<file path="config.mk">
export PLATFORM = sky130hd
export DESIGN_NAME = alu_mc_dispatch
export DESIGN_NICKNAME = d
export VERILOG_FILES = /design/src/rtl/core_config_pkg.sv /design/src/rtl/alu_mc_dispatch_watchdog.sv /design/src/rtl/alu_mc_dispatch.sv
export SDC_FILE = /design/constraint.sdc
export NUM_CORES = 1
export LEC_CHECK = 0
export CORE_AREA = 2 2 125 127
export DETAILED_ROUTE_END_ITERATION = 6
export DIE_AREA = 0 0 127 129
export PLACE_DENSITY = 0.77
export SYNTH_ARGS = -nofsm -noshare
export SYNTH_HDL_FRONTEND = slang
export SYNTH_SLANG_ARGS = --single-unit
</file>
<file path="constraint.sdc">
create_clock -name clk -period 3.9 [get_ports clk]
set_input_delay 0.78 -clock clk [delete_from_list [all_inputs] [get_ports clk]]
set_output_delay 0.78 -clock clk [all_outputs]
set_load 0.01 [all_outputs]
</file>
<file path="src/rtl/core_config_pkg.sv">
// Shared core configuration for the multi-cycle ALU dispatcher: datapath width,
// unit count, watchdog limit and the unit id encoding.
package core_config_pkg;
    localparam int XLEN              = 32;
    localparam int MC_NUM_UNITS      = 4;
    localparam int MC_TIMEOUT_CYCLES = 64;

    typedef enum logic [1:0] {
        MC_SHIFT = 2'd0,
        MC_MUL   = 2'd1,
        MC_DIV   = 2'd2,
        MC_REM   = 2'd3
    } mc_unit_t;
endpackage

</file>
<file path="src/rtl/alu_mc_dispatch_watchdog.sv">
// Wait-state watchdog: counts enabled cycles after a clear and flags when the
// count reaches TIMEOUT_CYCLES-1.
module mc_watchdog #(
    parameter int TIMEOUT_CYCLES = 64
) (
    input  logic clk,
    input  logic rst_n,
    input  logic clear,
    input  logic enable,
    output logic expired
);
    localparam int CNT_W = (TIMEOUT_CYCLES > 1) ? $clog2(TIMEOUT_CYCLES) : 1;
    localparam logic [CNT_W-1:0] LAST = CNT_W'(TIMEOUT_CYCLES - 1);

    logic [CNT_W-1:0] count_reg;

    always_ff @(posedge clk or negedge rst_n) begin
        if (!rst_n) begin
            count_reg <= '0;
        end else if (clear) begin
            count_reg <= '0;
        end else if (enable && !expired) begin
            count_reg <= count_reg + CNT_W'(1);
        end
    end

    assign expired = (count_reg == LAST);
endmodule

</file>
<file path="src/rtl/alu_mc_dispatch.sv">
// Dispatcher for multi-cycle ALU units: captures a request, pulses the target
// unit's start, waits for its done (with watchdog) and presents one response.
module alu_mc_dispatch
    import core_config_pkg::*;
#(
    parameter int NUM_UNITS      = MC_NUM_UNITS,
    parameter int TIMEOUT_CYCLES = MC_TIMEOUT_CYCLES
) (
    input  logic                      clk,
    input  logic                      rst_n,
    input  logic                      req_valid,
    output logic                      req_ready,
    input  logic [1:0]                req_unit,
    input  logic [XLEN-1:0]           req_op_a,
    input  logic [XLEN-1:0]           req_op_b,
    input  logic [3:0]                req_ctrl,
    input  logic [4:0]                req_tag,
    output logic [NUM_UNITS-1:0]      unit_start,
    output logic [XLEN-1:0]           unit_op_a,
    output logic [XLEN-1:0]           unit_op_b,
    output logic [3:0]                unit_ctrl,
    input  logic [NUM_UNITS-1:0]      unit_done,
    input  logic [NUM_UNITS*XLEN-1:0] unit_result,
    output logic                      resp_valid,
    input  logic                      resp_ready,
    output logic [XLEN-1:0]           resp_data,
    output logic [4:0]                resp_tag,
    output logic                      resp_error,
    input  logic                      flush,
    output logic                      busy
);
    typedef enum logic [1:0] {
        ST_IDLE   = 2'd0,
        ST_LAUNCH = 2'd1,
        ST_WAIT   = 2'd2,
        ST_RESP   = 2'd3
    } state_t;

    state_t          state_reg;
    mc_unit_t        unit_reg;
    logic [XLEN-1:0] op_a_reg;
    logic [XLEN-1:0] op_b_reg;
    logic [3:0]      ctrl_reg;
    logic [4:0]      tag_reg;
    logic [XLEN-1:0] data_reg;
    logic            error_reg;
    logic            discard_reg;

    logic [NUM_UNITS-1:0] unit_match;
    logic [XLEN-1:0]      sel_result;
    logic                 sel_done;
    logic                 unit_ok;
    logic                 launch_go;
    logic                 accept;
    logic                 discard_next;
    logic                 expired;

    assign unit_ok   = (int'(unit_reg) < NUM_UNITS);
    assign launch_go = (state_reg == ST_LAUNCH) && !flush;
    assign accept    = req_valid && req_ready;

    genvar gi;
    generate
        for (gi = 0; gi < NUM_UNITS; gi++) begin : g_unit
            assign unit_match[gi] = (int'(unit_reg) == gi);
            assign unit_start[gi] = launch_go && unit_match[gi];
        end
    endgenerate

    // Only the captured unit's done and result slice are ever observed.
    assign sel_done = |(unit_done & unit_match);

    always_comb begin
        sel_result = '0;
        for (int i = 0; i < NUM_UNITS; i++) begin
            if (unit_match[i]) begin
                sel_result = sel_result | unit_result[i*XLEN +: XLEN];
            end
        end
    end

    mc_watchdog #(
        .TIMEOUT_CYCLES(TIMEOUT_CYCLES)
    ) u_watchdog (
        .clk    (clk),
        .rst_n  (rst_n),
        .clear  (state_reg == ST_LAUNCH),
        .enable (state_reg == ST_WAIT),
        .expired(expired)
    );

    assign discard_next = discard_reg || flush;

    always_ff @(posedge clk or negedge rst_n) begin
        if (!rst_n) begin
            state_reg   <= ST_IDLE;
            unit_reg    <= MC_SHIFT;
            op_a_reg    <= '0;
            op_b_reg    <= '0;
            ctrl_reg    <= '0;
            tag_reg     <= '0;
            data_reg    <= '0;
            error_reg   <= 1'b0;
            discard_reg <= 1'b0;
        end else begin
            case (state_reg)
                ST_IDLE: begin
                    if (accept) begin
                        unit_reg    <= mc_unit_t'(req_unit);
                        op_a_reg    <= req_op_a;
                        op_b_reg    <= req_op_b;
                        ctrl_reg    <= req_ctrl;
                        tag_reg     <= req_tag;
                        discard_reg <= 1'b0;
                        state_reg   <= ST_LAUNCH;
                    end
                end
                ST_LAUNCH: begin
                    if (flush) begin
                        state_reg <= ST_IDLE;
                    end else if (!unit_ok) begin
                        data_reg  <= '0;
                        error_reg <= 1'b1;
                        state_reg <= ST_RESP;
                    end else begin
                        state_reg <= ST_WAIT;
                    end
                end
                ST_WAIT: begin
                    // Done takes priority over a simultaneous watchdog expiry.
                    if (sel_done) begin
                        data_reg    <= sel_result;
                        error_reg   <= 1'b0;
                        discard_reg <= 1'b0;
                        state_reg   <= discard_next ? ST_IDLE : ST_RESP;
                    end else if (expired) begin
                        data_reg    <= '0;
                        error_reg   <= 1'b1;
                        discard_reg <= 1'b0;
                        state_reg   <= discard_next ? ST_IDLE : ST_RESP;
                    end else begin
                        discard_reg <= discard_next;
                    end
                end
                ST_RESP: begin
                    if (flush || resp_ready) begin
                        state_reg <= ST_IDLE;
                    end
                end
                default: state_reg <= ST_IDLE;
            endcase
        end
    end

    assign req_ready  = (state_reg == ST_IDLE) && !flush;
    assign resp_valid = (state_reg == ST_RESP);
    assign busy       = (state_reg != ST_IDLE);
    assign unit_op_a  = op_a_reg;
    assign unit_op_b  = op_b_reg;
    assign unit_ctrl  = ctrl_reg;
    assign resp_data  = data_reg;
    assign resp_tag   = tag_reg;
    assign resp_error = error_reg;
endmodule

</file>
## Word level (Yosys, flattened, before mapping)

Index checks and enable logic that the tools add are counted.

| word-level totals | value |
|---|---|
| register bits | 117 |
| input bits | 212 |
| output and inout bits | 113 |

| operators by class | value |
|---|---|
| add/sub/neg operators | 1 |
| equality and inequality tests | 10 |
| muxes and demuxes | 21 |
| bitwise logic cells | 4 |
| reductions and logical operators | 23 |

Operators by type and width:

| kind | number |
|---|---|
| $mux 32 | 6 |
| $or 32x32->32 | 3 |
| $mux 2 | 6 |
| $mux 6 | 2 |
| $eq 2x2->1 const B | 4 |
| $logic_and 1x1->1 | 8 |
| $pmux 2 s4 | 1 |
| $reduce_bool 2->1 | 4 |
| $add 6x1->6 const B | 1 |
| $eq 6x6->1 const B | 1 |
| $reduce_and 2->1 | 3 |
| $mux 1 | 5 |
| $and 4x4->4 | 1 |
| $eq 2x1->1 const B | 2 |
| $logic_not 2->1 | 2 |
| $reduce_or 4->1 | 1 |
| $ne 3x3->1 const B | 1 |
| $reduce_and 3->1 | 1 |
| $logic_not 1->1 | 2 |
| $logic_or 1x1->1 | 2 |
| $ne 2x1->1 const B | 1 |
| $ne 2x2->1 const B | 1 |
| $pmux 1 s2 | 1 |

## Logic depth before layout (Yosys ltp)

| depth | value |
|---|---|
| depth in word-level cells | 9 |
| mapped depth | 7 |
| depth with buffers taken out | 5 |

## Hierarchy

A second synthesis with hierarchy kept.

| unflattened totals | value |
|---|---|
| cell total of the unflattened synthesis | 342 |
| area total of the unflattened synthesis | 5373.9 sq um |

Modules (own cells, without submodules):

| module | times used | cells each | area an instance (sq um) | seq. area each (sq um) |
|---|---|---|---|---|
| alu_mc_dispatch | 1 | 303 | 4993.5 | 2777.7 |
| mc_watchdog | 1 | 39 | 380.4 | 150.1 |

## Least setup slack after synthesis

OpenSTA, ideal clock, no wires.

| timing | value |
|---|---|
| path kind | input -> output |
| start point | input port flush |
| end point | output port unit_start[1] |
| data arrival time | 1.430 ns |
| setup slack | 1.690 ns |
| stages on the path | 2 |
| cell sequence | clkbuf_1 -> nor4b_1 |

| on the way | value |
|---|---|
| word-level cells in the longest chain between the ends | 3 |

RTL lines:

| element | RTL line | source |
|---|---|---|
| start, declared | alu_mc_dispatch.sv:29 | `input logic flush,` |
| $logic_not 1->1 | alu_mc_dispatch.sv:59 | `assign launch_go = (state_reg == ST_LAUNCH) && !flush;` |
| $logic_and 1x1->1 | alu_mc_dispatch.sv:59 |  |
| $logic_and 1x1->1 | alu_mc_dispatch.sv:66 | `assign unit_start[gi] = launch_go && unit_match[gi];` |
| end, declared | alu_mc_dispatch.sv:18 | `output logic [NUM_UNITS-1:0] unit_start,` |

Every way passes these cells.

## Worst setup path after layout

Ends and elaborated chain as after synthesis.

==> load_flow_metrics.sql <==
INSERT INTO impl_metrics (metric_group, metric, value, unit) VALUES
('status', 'status', 'finished clean', ''),
('global_route', 'overflow', '0', ''),
('yosys', 'mappedNetlistArea', '5336', 'um^2'),
('clock_tree', 'cts-hold-fix-buffers', '0', ''),
('timing', 'worst_slack', '0.8058', 'ns'),
('detailed_routing', 'antenna_viol_nets_final', '0', ''),
('floorplan', 'vertical_die_dimension', '129', 'um'),
('placed_design', 'count_of_input_and_output_buffers', '324', ''),
('hold_path', 'holdCritPathClass', 'in2async', ''),
('detailed_routing', 'detailedRoute.firstIterationViolations', '249', ''),
('clock_tree', 'cts_root_buf', 'sky130_fd_sc_hd__clkbuf_16', ''),
('setup_path', 'setup.worst_path.end_class', 'output port', ''),
('run', 'max_cap_viol', '0', ''),
('placed_design', 'hpwl', '13.12', 'mm'),
('timing', 'timing.clock.skew', '0.01166', 'ns'),
('power', 'total_leakage_power', '3.735', 'nW'),
('timing', 'final_hold_viol_count', '0', ''),
('yosys', 'yosys_warning_total', '0', ''),
('power', 'vdd_ir_drop_max', '0.0004024', 'V'),
('clock_tree', 'cts-resized-gates', '0', ''),
('yosys', 'synth_nets', '559', ''),
('floorplan', 'io_pins', '325', ''),
('yosys', 'synth.avg_cell_area', '15.42', 'um^2'),
('final_layout', 'fill_count', '1123', ''),
('final_layout', 'layout-area-overhead-vs-synth', '73.93', '%'),
('clock_tree', 'cts_setup_buffers', '0', ''),
('yosys', 'synth_seq_area_share', '0.5487', ''),
('yosys', 'synth_area_leader_cell', 'sky130_fd_sc_hd__dfrtp_1', ''),
('floorplan', 'die_width', '127', 'um'),
('global_route', 'global_route_wire_length_before_repair', '25.74', 'mm'),
('detailed_routing', 'drt_pre_antenna_iters', '5', ''),
('detailed_routing', 'routedWlPerCell', '19.46', 'um'),
('floorplan', 'initial_core_utilization', '0.3563', ''),
('power', 'seqPwrFrac', '0.328', ''),
('detailed_routing', 'via_count', '4458', ''),
('placed_design', 'weighted_congestion_reported_at_the_end_of_routability_driven_placement', '0.8209', ''),
('floorplan', 'die_area', '16380', 'um^2'),
('clock_tree', 'clk-insertion-delay-late', '0.42', 'ns'),
('yosys', 'synthSimpleGateAreaFrac', '0.03728', ''),
('yosys', 'post_synth_xor_area_fraction', '0', ''),
('global_route', 'grt_antenna_before_repair', '0', ''),
('power', 'swShare', '0.3163', ''),
('yosys', 'synth-compound-area-share', '0.07925', ''),
('placed_design', 'pre_cts_ws', '0.7949', 'ns'),
('timing', 'max_clock_freq', '323.2', 'MHz'),
('timing', 'layout_min_cycle_time', '3.094', 'ns'),
('timing', 'maxSlewHeadroom', '0.4165', ''),
('clock_tree', 'clk_pin_slew', '0.06', 'ns'),
('timing', 'timing_max_transition_violations_final', '0', ''),
('detailed_routing', 'drt_drc_violations_left', '0', ''),
('clock_tree', 'cts_num_sinks', '117', ''),
('clock_tree', 'numCtsBuffers', '17', ''),
('yosys', 'ys_seq_elements', '117', ''),
('power', 'power.density_cell_area', '716.3', 'nW/um^2'),
('global_route', 'grtUsageTotal', '0.2053', ''),
('final_layout', 'finish.net_count', '881', ''),
('power', 'p_clk_frac', '0.222', ''),
('clock_tree', 'tritoncts', 'yes', ''),
('timing', 'timing.setup.tns', '0', 'ns'),
('timing', 'post_route_clock_period_utilization', '0.7934', ''),
('setup_path', 'worstPathMaxFanout', '8', ''),
('yosys', 'muxShareOfSynthArea', '0.2975', ''),
('yosys', 'netlist_top_cells_area', 'sky130_fd_sc_hd__dfrtp_1 55%, sky130_fd_sc_hd__mux2_1 16%, sky130_fd_sc_hd__mux4_2 14%, sky130_fd_sc_hd__a22o_1 5.6%, sky130_fd_sc_hd__buf_6 1.7%', ''),
('detailed_routing', 'postRouteWirelength', '16.93', 'mm'),
('floorplan', 'floorplan.rows', '45', ''),
('timing', 'rsz0062_at_grt', 'no', ''),
('global_route', 'grt_start_max_net_pins', '118', ''),
('yosys', 'synth_adder_area_share', '0.002345', ''),
('yosys', 'synth_cells', '346', ''),
('setup_path', 'worstPathRequired', '3.12', 'ns'),
('setup_path', 'crit_type', 'in2out', '');
## worst paths after layout
path                                                from                   endpoint  slack, ns  cells past startpoint
worst max register to register   unit_reg[0]$_DFFE_PN0P_   resp_data[7]$_DFFE_PN0P_       1.43                      4
worst min-delay path                               rst_n  resp_data[28]$_DFFE_PN0P_       0.41                      2
min in group clk                unit_op_a[4]$_DFFE_PN0P_   unit_op_a[4]$_DFFE_PN0P_       0.48                      1
worst min register to register  unit_op_a[4]$_DFFE_PN0P_   unit_op_a[4]$_DFFE_PN0P_       0.48                      1
max in group asynchronous                          rst_n   unit_ctrl[1]$_DFFE_PN0P_       2.95                      2
worst max-delay path                               flush              unit_start[1]       0.81                      3
## cells in the final DEF, fill, tap and decap left out, types with 3 or more instances in the layout
cell type,n
sky130_fd_sc_hd__clkdlybuf4s50_1,323
sky130_fd_sc_hd__dfrtp_1,116
sky130_fd_sc_hd__mux2_1,75
sky130_fd_sc_hd__a22o_1,34
sky130_fd_sc_hd__mux4_2,33
sky130_fd_sc_hd__clkbuf_16,17
sky130_fd_sc_hd__nor2_1,9
sky130_fd_sc_hd__nand2_1,6
sky130_fd_sc_hd__a21oi_1,5
sky130_fd_sc_hd__buf_4,5
sky130_fd_sc_hd__nand2b_1,4
sky130_fd_sc_hd__nor2b_1,4
sky130_fd_sc_hd__clkinv_4,4
sky130_fd_sc_hd__a31oi_1,3
sky130_fd_sc_hd__inv_1,3
sky130_fd_sc_hd__nand3_1,3
sky130_fd_sc_hd__inv_6,3
sky130_fd_sc_hd__clkinv_2,3
sky130_fd_sc_hd__clkinvlp_4,3
## worst max-delay path, cell delays in order
cell and delay, ns:
sky130_fd_sc_hd__clkdlybuf4s50_1 0.54, sky130_fd_sc_hd__nor4b_1 0.39, sky130_fd_sc_hd__clkdlybuf4s50_1 0.60
## per-stage QoR
step	cell area, um^2	std cells	power (mW)	hold WS [ns]	util
floorplan	5336	346	3.559	0.4706	-
global placement	8711	837	5.128	0.4667	0.5816
detailed placement	8711	837	5.218	0.4740	0.5816
CTS	9279	869	6.733	0.4690	0.6195
global route	9279	869	7.029	0.4971	0.6195
finish	9281	870	6.648	0.4148	0.6197
## logic make-up (layout without fill, tap and decap cells)
group / after synthesis / after routing
mux: 108 / 108
fa+ha+maj: 1 / 1
compound gates: 52 / 52
buf+inv: 30 / 365
flops: 117 / 117
simple gates: 38 / 38
other cells: 0 / 1
## area by class of cell
type | count | area, um^2 | area share
diodes | 1 | 2.502 | 0.0002696
clock buffers | 18 | 439.2 | 0.04732
clock inverters | 14 | 128.9 | 0.01389
inverters | 3 | 11.26 | 0.001213
multi-input cells | 199 | 2225 | 0.2397
flip-flops and latches | 117 | 2929 | 0.3156
well taps | 188 | 235.2 | 0.02534
repair buffers | 330 | 3311 | 0.3567
## routing by layer
layer  wire, um  vias to the layer above  part of all wire  track usage
li1           -                     1974                 -            -
met1       5960                     2222              0.35       0.2211
met2       9025                      229              0.53       0.3697
met3       1581                       33             0.093      0.07692
met4        361                        0             0.021      0.07628
met5          0                        -                 0            0
## power by group through the flow
stage | clock network (mW) | logic [mW] | registers (mW)
final | 1.48 | 2.99 | 2.18
after global routing | 1.58 | 3.18 | 2.26
after CTS | 1.51 | 3.03 | 2.19
after detailed placement | 0 | 3.03 | 2.19
after global placement | 0 | 2.97 | 2.16
after floorplan | 0 | 1.22 | 2.34
## synthesized netlist by cell type, drive strengths merged
master	number
dfrtp	117
mux2	75
a22o	34
mux4	33
buf	18
clkbuf	9
nor2	9
a21oi	6
nand2	6
nand2b	4
nor2b	4
a31oi	3
and2	3
inv	3
nand3	3
and3	2
nor4	2
o21ai	2
o22ai	2
a2111oi	1
a21boi	1
a311oi	1
ha	1
nor3	1
nor4b	1
o2bb2ai	1
o41ai	1
or2	1
or3	1
or4	1
Note: power is estimated with default switching activity, not from simulation.
